<file path="src/rtl/hazard_interlock_if.sv">
// Hazard interlock bus: ID-stage instruction and memory status in, pipeline stall
// controls and stall statistics out.
interface hazard_interlock_if #(
  parameter int unsigned CNT_W = 16
);
  logic [31:0]      id_inst;
  logic             id_valid;
  logic             mem_ready;
  logic             stall_if;
  logic             stall_id;
  logic             stall_ex;
  logic             bubble_ex;
  logic [1:0]       state;
  logic [CNT_W-1:0] load_stall_cnt;
  logic [CNT_W-1:0] mem_wait_cnt;

  modport master (
    output id_inst, id_valid, mem_ready,
    input  stall_if, stall_id, stall_ex, bubble_ex, state, load_stall_cnt, mem_wait_cnt
  );

  modport slave (
    input  id_inst, id_valid, mem_ready,
    output stall_if, stall_id, stall_ex, bubble_ex, state, load_stall_cnt, mem_wait_cnt
  );
endinterface

</file>
<file path="src/rtl/hazard_interlock.sv">
// Load-use / memory-wait interlock for the 5-stage core: tracks in-flight destinations
// in a shadow EX/MEM/WB pipe and stalls IF/ID when forwarding cannot cover a load result.
module hazard_interlock #(
  parameter int unsigned CNT_W = 16
) (
  input  logic              clk,
  input  logic              rst_n,
  hazard_interlock_if.slave bus
);

  localparam int unsigned REG_W = 5;
  localparam int unsigned OP_W  = 7;

  localparam logic [OP_W-1:0] OP_LUI   = 7'b0110111;
  localparam logic [OP_W-1:0] OP_AUIPC = 7'b0010111;
  localparam logic [OP_W-1:0] OP_JAL   = 7'b1101111;
  localparam logic [OP_W-1:0] OP_R     = 7'b0110011;
  localparam logic [OP_W-1:0] OP_S     = 7'b0100011;
  localparam logic [OP_W-1:0] OP_B     = 7'b1100011;
  localparam logic [OP_W-1:0] OP_LOAD  = 7'b0000011;

  typedef struct packed {
    logic             valid;
    logic             wr;
    logic [REG_W-1:0] rd;
    logic             load;
  } shadow_t;

  typedef enum logic [1:0] {
    ST_RUN    = 2'd0,
    ST_LSTALL = 2'd1,
    ST_MWAIT  = 2'd2
  } state_t;

  logic [REG_W-1:0] w_rs1;
  logic [REG_W-1:0] w_rs2;
  logic [REG_W-1:0] w_rd;
  logic [OP_W-1:0]  w_op;
  logic             w_uses_rs1;
  logic             w_uses_rs2;
  logic             w_writes_rd;
  logic             w_is_load;
  logic             w_rs1_hit;
  logic             w_rs2_hit;
  logic             w_load_use;
  shadow_t          w_ex_fill;
  state_t           w_state_next;
  logic             w_unused;

  shadow_t          r_ex;
  shadow_t          r_mem;
  shadow_t          r_wb;
  state_t           r_state;
  logic [CNT_W-1:0] r_load_stall_cnt;
  logic [CNT_W-1:0] r_mem_wait_cnt;

  // ID-stage field decode
  assign w_rs1 = bus.id_inst[19:15];
  assign w_rs2 = bus.id_inst[24:20];
  assign w_rd  = bus.id_inst[11:7];
  assign w_op  = bus.id_inst[6:0];

  assign w_uses_rs1  = !((w_op == OP_LUI) || (w_op == OP_AUIPC) || (w_op == OP_JAL));
  assign w_uses_rs2  = (w_op == OP_R) || (w_op == OP_S) || (w_op == OP_B);
  assign w_writes_rd = !((w_op == OP_S) || (w_op == OP_B)) && (w_rd != '0);
  assign w_is_load   = (w_op == OP_LOAD);

  // Only an EX-stage load is too late for the bypass; MEM/WB are forwarded.
  assign w_rs1_hit  = w_uses_rs1 && (w_rs1 == r_ex.rd);
  assign w_rs2_hit  = w_uses_rs2 && (w_rs2 == r_ex.rd);
  assign w_load_use = bus.id_valid && r_ex.valid && r_ex.wr && r_ex.load &&
                      (w_rs1_hit || w_rs2_hit);

  // A bubble in ID must enter EX with clean fields even if id_inst is undriven.
  always_comb begin
    w_ex_fill       = '0;
    w_ex_fill.valid = bus.id_valid;
    w_ex_fill.wr    = bus.id_valid && w_writes_rd;
    w_ex_fill.rd    = bus.id_valid ? w_rd : '0;
    w_ex_fill.load  = bus.id_valid && w_is_load;
  end

  always_ff @(posedge clk) begin
    if (!rst_n) begin
      r_ex  <= '0;
      r_mem <= '0;
      r_wb  <= '0;
    end else if (bus.mem_ready) begin
      r_wb  <= r_mem;
      r_mem <= r_ex;
      r_ex  <= w_load_use ? shadow_t'('0) : w_ex_fill;
    end
  end

  always_ff @(posedge clk) begin
    if (!rst_n) begin
      r_state <= ST_RUN;
    end else begin
      r_state <= w_state_next;
    end
  end

  always_comb begin
    w_state_next = ST_RUN;
    if (!bus.mem_ready) begin
      w_state_next = ST_MWAIT;
    end else if (w_load_use) begin
      w_state_next = ST_LSTALL;
    end
  end

  // Memory wait outranks the load-use bubble: the whole pipe freezes instead.
  always_comb begin
    bus.stall_if  = 1'b0;
    bus.stall_id  = 1'b0;
    bus.stall_ex  = 1'b0;
    bus.bubble_ex = 1'b0;
    if (!bus.mem_ready) begin
      bus.stall_if = 1'b1;
      bus.stall_id = 1'b1;
      bus.stall_ex = 1'b1;
    end else if (w_load_use) begin
      bus.stall_if  = 1'b1;
      bus.stall_id  = 1'b1;
      bus.bubble_ex = 1'b1;
    end
  end

  always_ff @(posedge clk) begin
    if (!rst_n) begin
      r_load_stall_cnt <= '0;
      r_mem_wait_cnt   <= '0;
    end else begin
      if (bus.mem_ready && w_load_use && (r_load_stall_cnt != '1)) begin
        r_load_stall_cnt <= r_load_stall_cnt + CNT_W'(1);
      end
      if (!bus.mem_ready && (r_mem_wait_cnt != '1)) begin
        r_mem_wait_cnt <= r_mem_wait_cnt + CNT_W'(1);
      end
    end
  end

  assign bus.state          = r_state;
  assign bus.load_stall_cnt = r_load_stall_cnt;
  assign bus.mem_wait_cnt   = r_mem_wait_cnt;

  // WB entry and non-register instruction bits are visibility-only.
  assign w_unused = ^{bus.id_inst[31:25], bus.id_inst[14:12], r_wb};

endmodule
</file>
<file path="src/flat_wrapper.sv">
// flat-port wrapper written by rule: the top's interface ports become plain ports
module hazard_interlock_flat 
#(
  parameter int unsigned CNT_W = 16
)
  (clk, rst_n, bus_id_inst, bus_id_valid, bus_mem_ready, bus_stall_if, bus_stall_id, bus_stall_ex, bus_bubble_ex, bus_state, bus_load_stall_cnt, bus_mem_wait_cnt);
  hazard_interlock_if #(.CNT_W(CNT_W)) bus_i ();
  input  logic clk;
  input  logic rst_n;
  input wire logic [$bits(bus_i.id_inst)-1:0] bus_id_inst;
  input wire logic [$bits(bus_i.id_valid)-1:0] bus_id_valid;
  input wire logic [$bits(bus_i.mem_ready)-1:0] bus_mem_ready;
  output wire logic [$bits(bus_i.stall_if)-1:0] bus_stall_if;
  output wire logic [$bits(bus_i.stall_id)-1:0] bus_stall_id;
  output wire logic [$bits(bus_i.stall_ex)-1:0] bus_stall_ex;
  output wire logic [$bits(bus_i.bubble_ex)-1:0] bus_bubble_ex;
  output wire logic [$bits(bus_i.state)-1:0] bus_state;
  output wire logic [$bits(bus_i.load_stall_cnt)-1:0] bus_load_stall_cnt;
  output wire logic [$bits(bus_i.mem_wait_cnt)-1:0] bus_mem_wait_cnt;
  assign bus_i.id_inst = bus_id_inst;
  assign bus_i.id_valid = bus_id_valid;
  assign bus_i.mem_ready = bus_mem_ready;
  assign bus_stall_if = bus_i.stall_if;
  assign bus_stall_id = bus_i.stall_id;
  assign bus_stall_ex = bus_i.stall_ex;
  assign bus_bubble_ex = bus_i.bubble_ex;
  assign bus_state = bus_i.state;
  assign bus_load_stall_cnt = bus_i.load_stall_cnt;
  assign bus_mem_wait_cnt = bus_i.mem_wait_cnt;
  hazard_interlock #(.CNT_W(CNT_W)) u_core (.clk(clk), .rst_n(rst_n), .bus(bus_i));
endmodule
</file>
<file path="config.mk">
export PLATFORM = sky130hd
export DESIGN_NAME = hazard_interlock_flat
export DESIGN_NICKNAME = d
export VERILOG_FILES = /design/src/rtl/hazard_interlock_if.sv /design/src/rtl/hazard_interlock.sv /design/src/flat_wrapper.sv
export SDC_FILE = /design/constraint.sdc
export NUM_CORES = 1
export LEC_CHECK = 0
export ABC_AREA = 1
export ABC_CLOCK_PERIOD_IN_PS = 1500
export BUFFER_PORTS_ARGS = -buffer_cell sky130_fd_sc_hd__buf_2
export CAP_MARGIN = 20
export CELL_PAD_IN_SITES_DETAIL_PLACEMENT = 2
export CELL_PAD_IN_SITES_GLOBAL_PLACEMENT = 2
export CORE_ASPECT_RATIO = 2
export CORE_UTILIZATION = 24
export DETAILED_ROUTE_END_ITERATION = 10
export PLACE_DENSITY_LB_ADDON = 0.08
export SYNTH_ARGS = -nofsm -noshare
export SYNTH_HDL_FRONTEND = slang
export SYNTH_SLANG_ARGS = --single-unit
export TNS_END_PERCENT = 30
</file>
<file path="constraint.sdc">
create_clock -name clk -period 1.5 [get_ports clk]
set_input_delay 0.3 -clock clk [delete_from_list [all_inputs] [get_ports clk]]
set_output_delay 0.3 -clock clk [all_outputs]
set_load 0.03 [all_outputs]
</file>
==> qor.txt <==
dpl hpwl: 7650 microns
RSZ-0062 raised after global routing: true
Congestion Overflow GR: 0
DRC viols: 0
Port Buffers: 63
CP startpoint kind: flop
worst hold path class: input port to flop
clock sinks: 42
Tightest Pin Transition: 0.601 ns
CP Max Fanout: 4
io pins: 74
reg2reg setup slack: -0.24 ns
endpoints failing setup: 26
routed length per placed instance: 14.7 microns
Max VDD drop: 0.000371 V
WL final: 9530 microns
Pleak: 1.79 nW
Skew-Pair Late Insertion Delay: 0.30 ns
clk_skew: 0.00741 ns
Slew HR: 0.598
critical path capture point type: output pin
Layout Cells excl Fill: 648
Mapped Area: 2460 sq um
most frequent cell after synthesis: nand2_1
Die ar.: 10700 sq um
EDFF count, synth: 0
CTS tree: built
TritonCTS Buffers: 5
largest net degree at the start of global routing: 33
final worst setup slack: -0.301 ns
run status: finished with violations
initial DRC count: 67
HP Start: bus_id_inst[9]
Root Buffer: clkbuf_16
GRT Total Usage: 0.189
worst flop-to-flop path startpoint: u_core.r_ex[5]$_SDFFE_PN0P_
Hold Crit Depth: 3
Yosys reg bits: 42
synth unique cells: 31
Slew Viols, Final: 0
first drt pass iteration count: 2
fin crit share: 1.20
max-cap violations: 0
violated checks: setup timing
Finished Core Util: 0.379
Avg Cell Area, Syn: 6.26 sq um
hold endpoint: u_core.r_ex[3]$_SDFFE_PN0P_
Cells after Synth: 393
H-tree levels: 2
Worst R2R End: u_core.bus.load_stall_cnt[9]$_SDFFE_PN0P_
vias in the first global route: 3319
layout cell share with drive strength beyond 1: 0.398
Critical Path AT: 1.50 ns
Core Box Area: 10000 sq um
top cell type's share of synthesized area: 0.342
first-pass GRT wire length: 15400 microns
die height: 145 microns
clk buf depth: 2
worst hold slack: 0.242 ns
layout net count: 550
Post-synth top flop: dfxtp_1
sequential area share after synthesis: 0.342
FMAX: 0.555 GHz
largest cells by area after synthesis: dfxtp_1 34%, nand2_1 16%, inv_1 11%
required time worst endpoint: 1.20 ns
hold_buf cts: 0
initial core utilization: 0.246
Final Hold Vio Count: 0
Yosys warning count: 0
Area growth, synth to finish: 54.2%
CTS clk-pin slew, worst paths: 0.06 ns
routability cong.: 0.763
power density over the cells: 676 nW/um^2
initial antenna violation count: 0
final worst path period need: 1.80 ns
kind of critical path: flop to output pin
die width: 73.6 microns
placed cells: 636
worst reg-to-reg path cell count: 12
top cells by count, synth: 105 x nand2_1, 69 x inv_1, 55 x nor2_1, 42 x dfxtp_1
ant diodes: 0
post-synthesis cell type with the largest combined area: dfxtp_1
Routed Antenna Nets: 0
ys async rst share: 0
Post-Syn Nets: 431
drt via density: 4.55
vias: 2947
Std-Cell Rows: 52
registers in the layout (all words and copies together) (netlist names):
| name | cells |
|---|---|
| u_core.bus.load_stall_cnt | 16 |
| u_core.bus.state | 2 |
| u_core.r_ex | 8 |
| u_core.bus.mem_wait_cnt | 16 |
per-stage QoR:
stage,power [W],setup TNS [ns],worst slack (ns),area [sq um]
CTS,0.00259,-5.22,-0.350,3670
global route,0.00267,-7.91,-0.399,3790
finish,0.00256,-3.30,-0.301,3790
floorplan,0.00129,-0.0519,-0.0132,2510
detailed placement,0.00141,-8.33,-0.381,3370
global placement,0.00140,-5.03,-0.261,3370
layout by cell type (no fill, tap or decap), drive strengths merged:
| cell type | n |
|---|---|
| buf | 121 |
| nand2 | 107 |
| inv | 68 |
| nor2 | 60 |
| dfxtp | 42 |
| nand4 | 21 |
| nand3 | 20 |
| o21ai | 18 |
| a21oi | 16 |
| nor3 | 10 |
| clkbuf | 6 |
| xnor2 | 6 |
| xor2 | 5 |
| clkinv | 3 |
| o21bai | 2 |
| nor4 | 2 |
| ha | 2 |
| and3b | 1 |
| a31oi | 1 |
| a22o | 1 |
| clkinvlp | 1 |
layer usage:
metal / vias to the layer above / global-route usage / part of all wire
met5: - / 0 / 0
met1: 1440 / 0.169 / 0.33
met3: 7 / 0.0222 / 0.020
li1: 1465 / - / -
met4: 0 / 0.0519 / 0.012
met2: 35 / 0.402 / 0.64
report_power, final:
| group | internal (W) | total (W) | switching [W] | leakage [nW] |
|---|---|---|---|---|
| Combinational | 0.000116 | 0.000278 | 0.000162 | 1.36 |
| Clock | 0.000660 | 0.00115 | 0.000489 | 0.0729 |
| Sequential | 0.00112 | 0.00114 | 0.0000143 | 0.351 |
| Total | 0.00190 | 0.00256 | 0.000666 | 1.79 |
area by class of cell:
type                            count  area [sq um]
Clock buffer                        6           139
Sequential cell                    42           883
Fill cell                        1293          6230
Multi-Input combinational cell    272          1510
Tap cell                          135           169
Timing Repair Buffer              121           815
Inverter                           70           268
Clock inverter                      2          12.5
worst max-delay path: stages, from the launching register on:
cell	delay [ns]
dfxtp_4	0.37
inv_2	0.04
nand2_2	0.05
nand4_1	0.14
nor2_4	0.15
nand2_2	0.08
nand2_4	0.10
nand2_4	0.06
nand2_4	0.09
buf_6	0.13
timing repair:
item | 4_1_cts | 5_1_grt
setup buffers | 4 | 0
resized for setup | 47 | 36
pin swaps | 10 | 18
endpoints found under the setup margin | 44 | 44
gates cloned | 0 | 0
cells by family after synthesis:
family,after synthesis,share of synthesized area
and+or+nand+nor,221,0.396
buffers and inverters,79,0.131
DFF,42,0.342
AOI/OAI and AO/OA,38,0.0814
xor gates and xnor gates,11,0.0392
adders and majority gates,2,0.0102
how the worst max path moves through the flow:
stage	endpoint	from
2_1_floorplan	bus_stall_if	bus_id_inst[1]
3_3_place_gp	u_core.bus.load_stall_cnt[2]$_SDFFE_PN0P_	bus_id_inst[23]
3_5_place_dp	u_core.bus.load_stall_cnt[2]$_SDFFE_PN0P_	bus_id_inst[23]
4_1_cts	bus_bubble_ex	u_core.r_ex[4]$_SDFFE_PN0P_
5_1_grt	bus_stall_id	u_core.r_ex[5]$_SDFFE_PN0P_
6_report	bus_stall_if	u_core.r_ex[5]$_SDFFE_PN0P_
No activity file was read; power rests on OpenSTA's default activity.
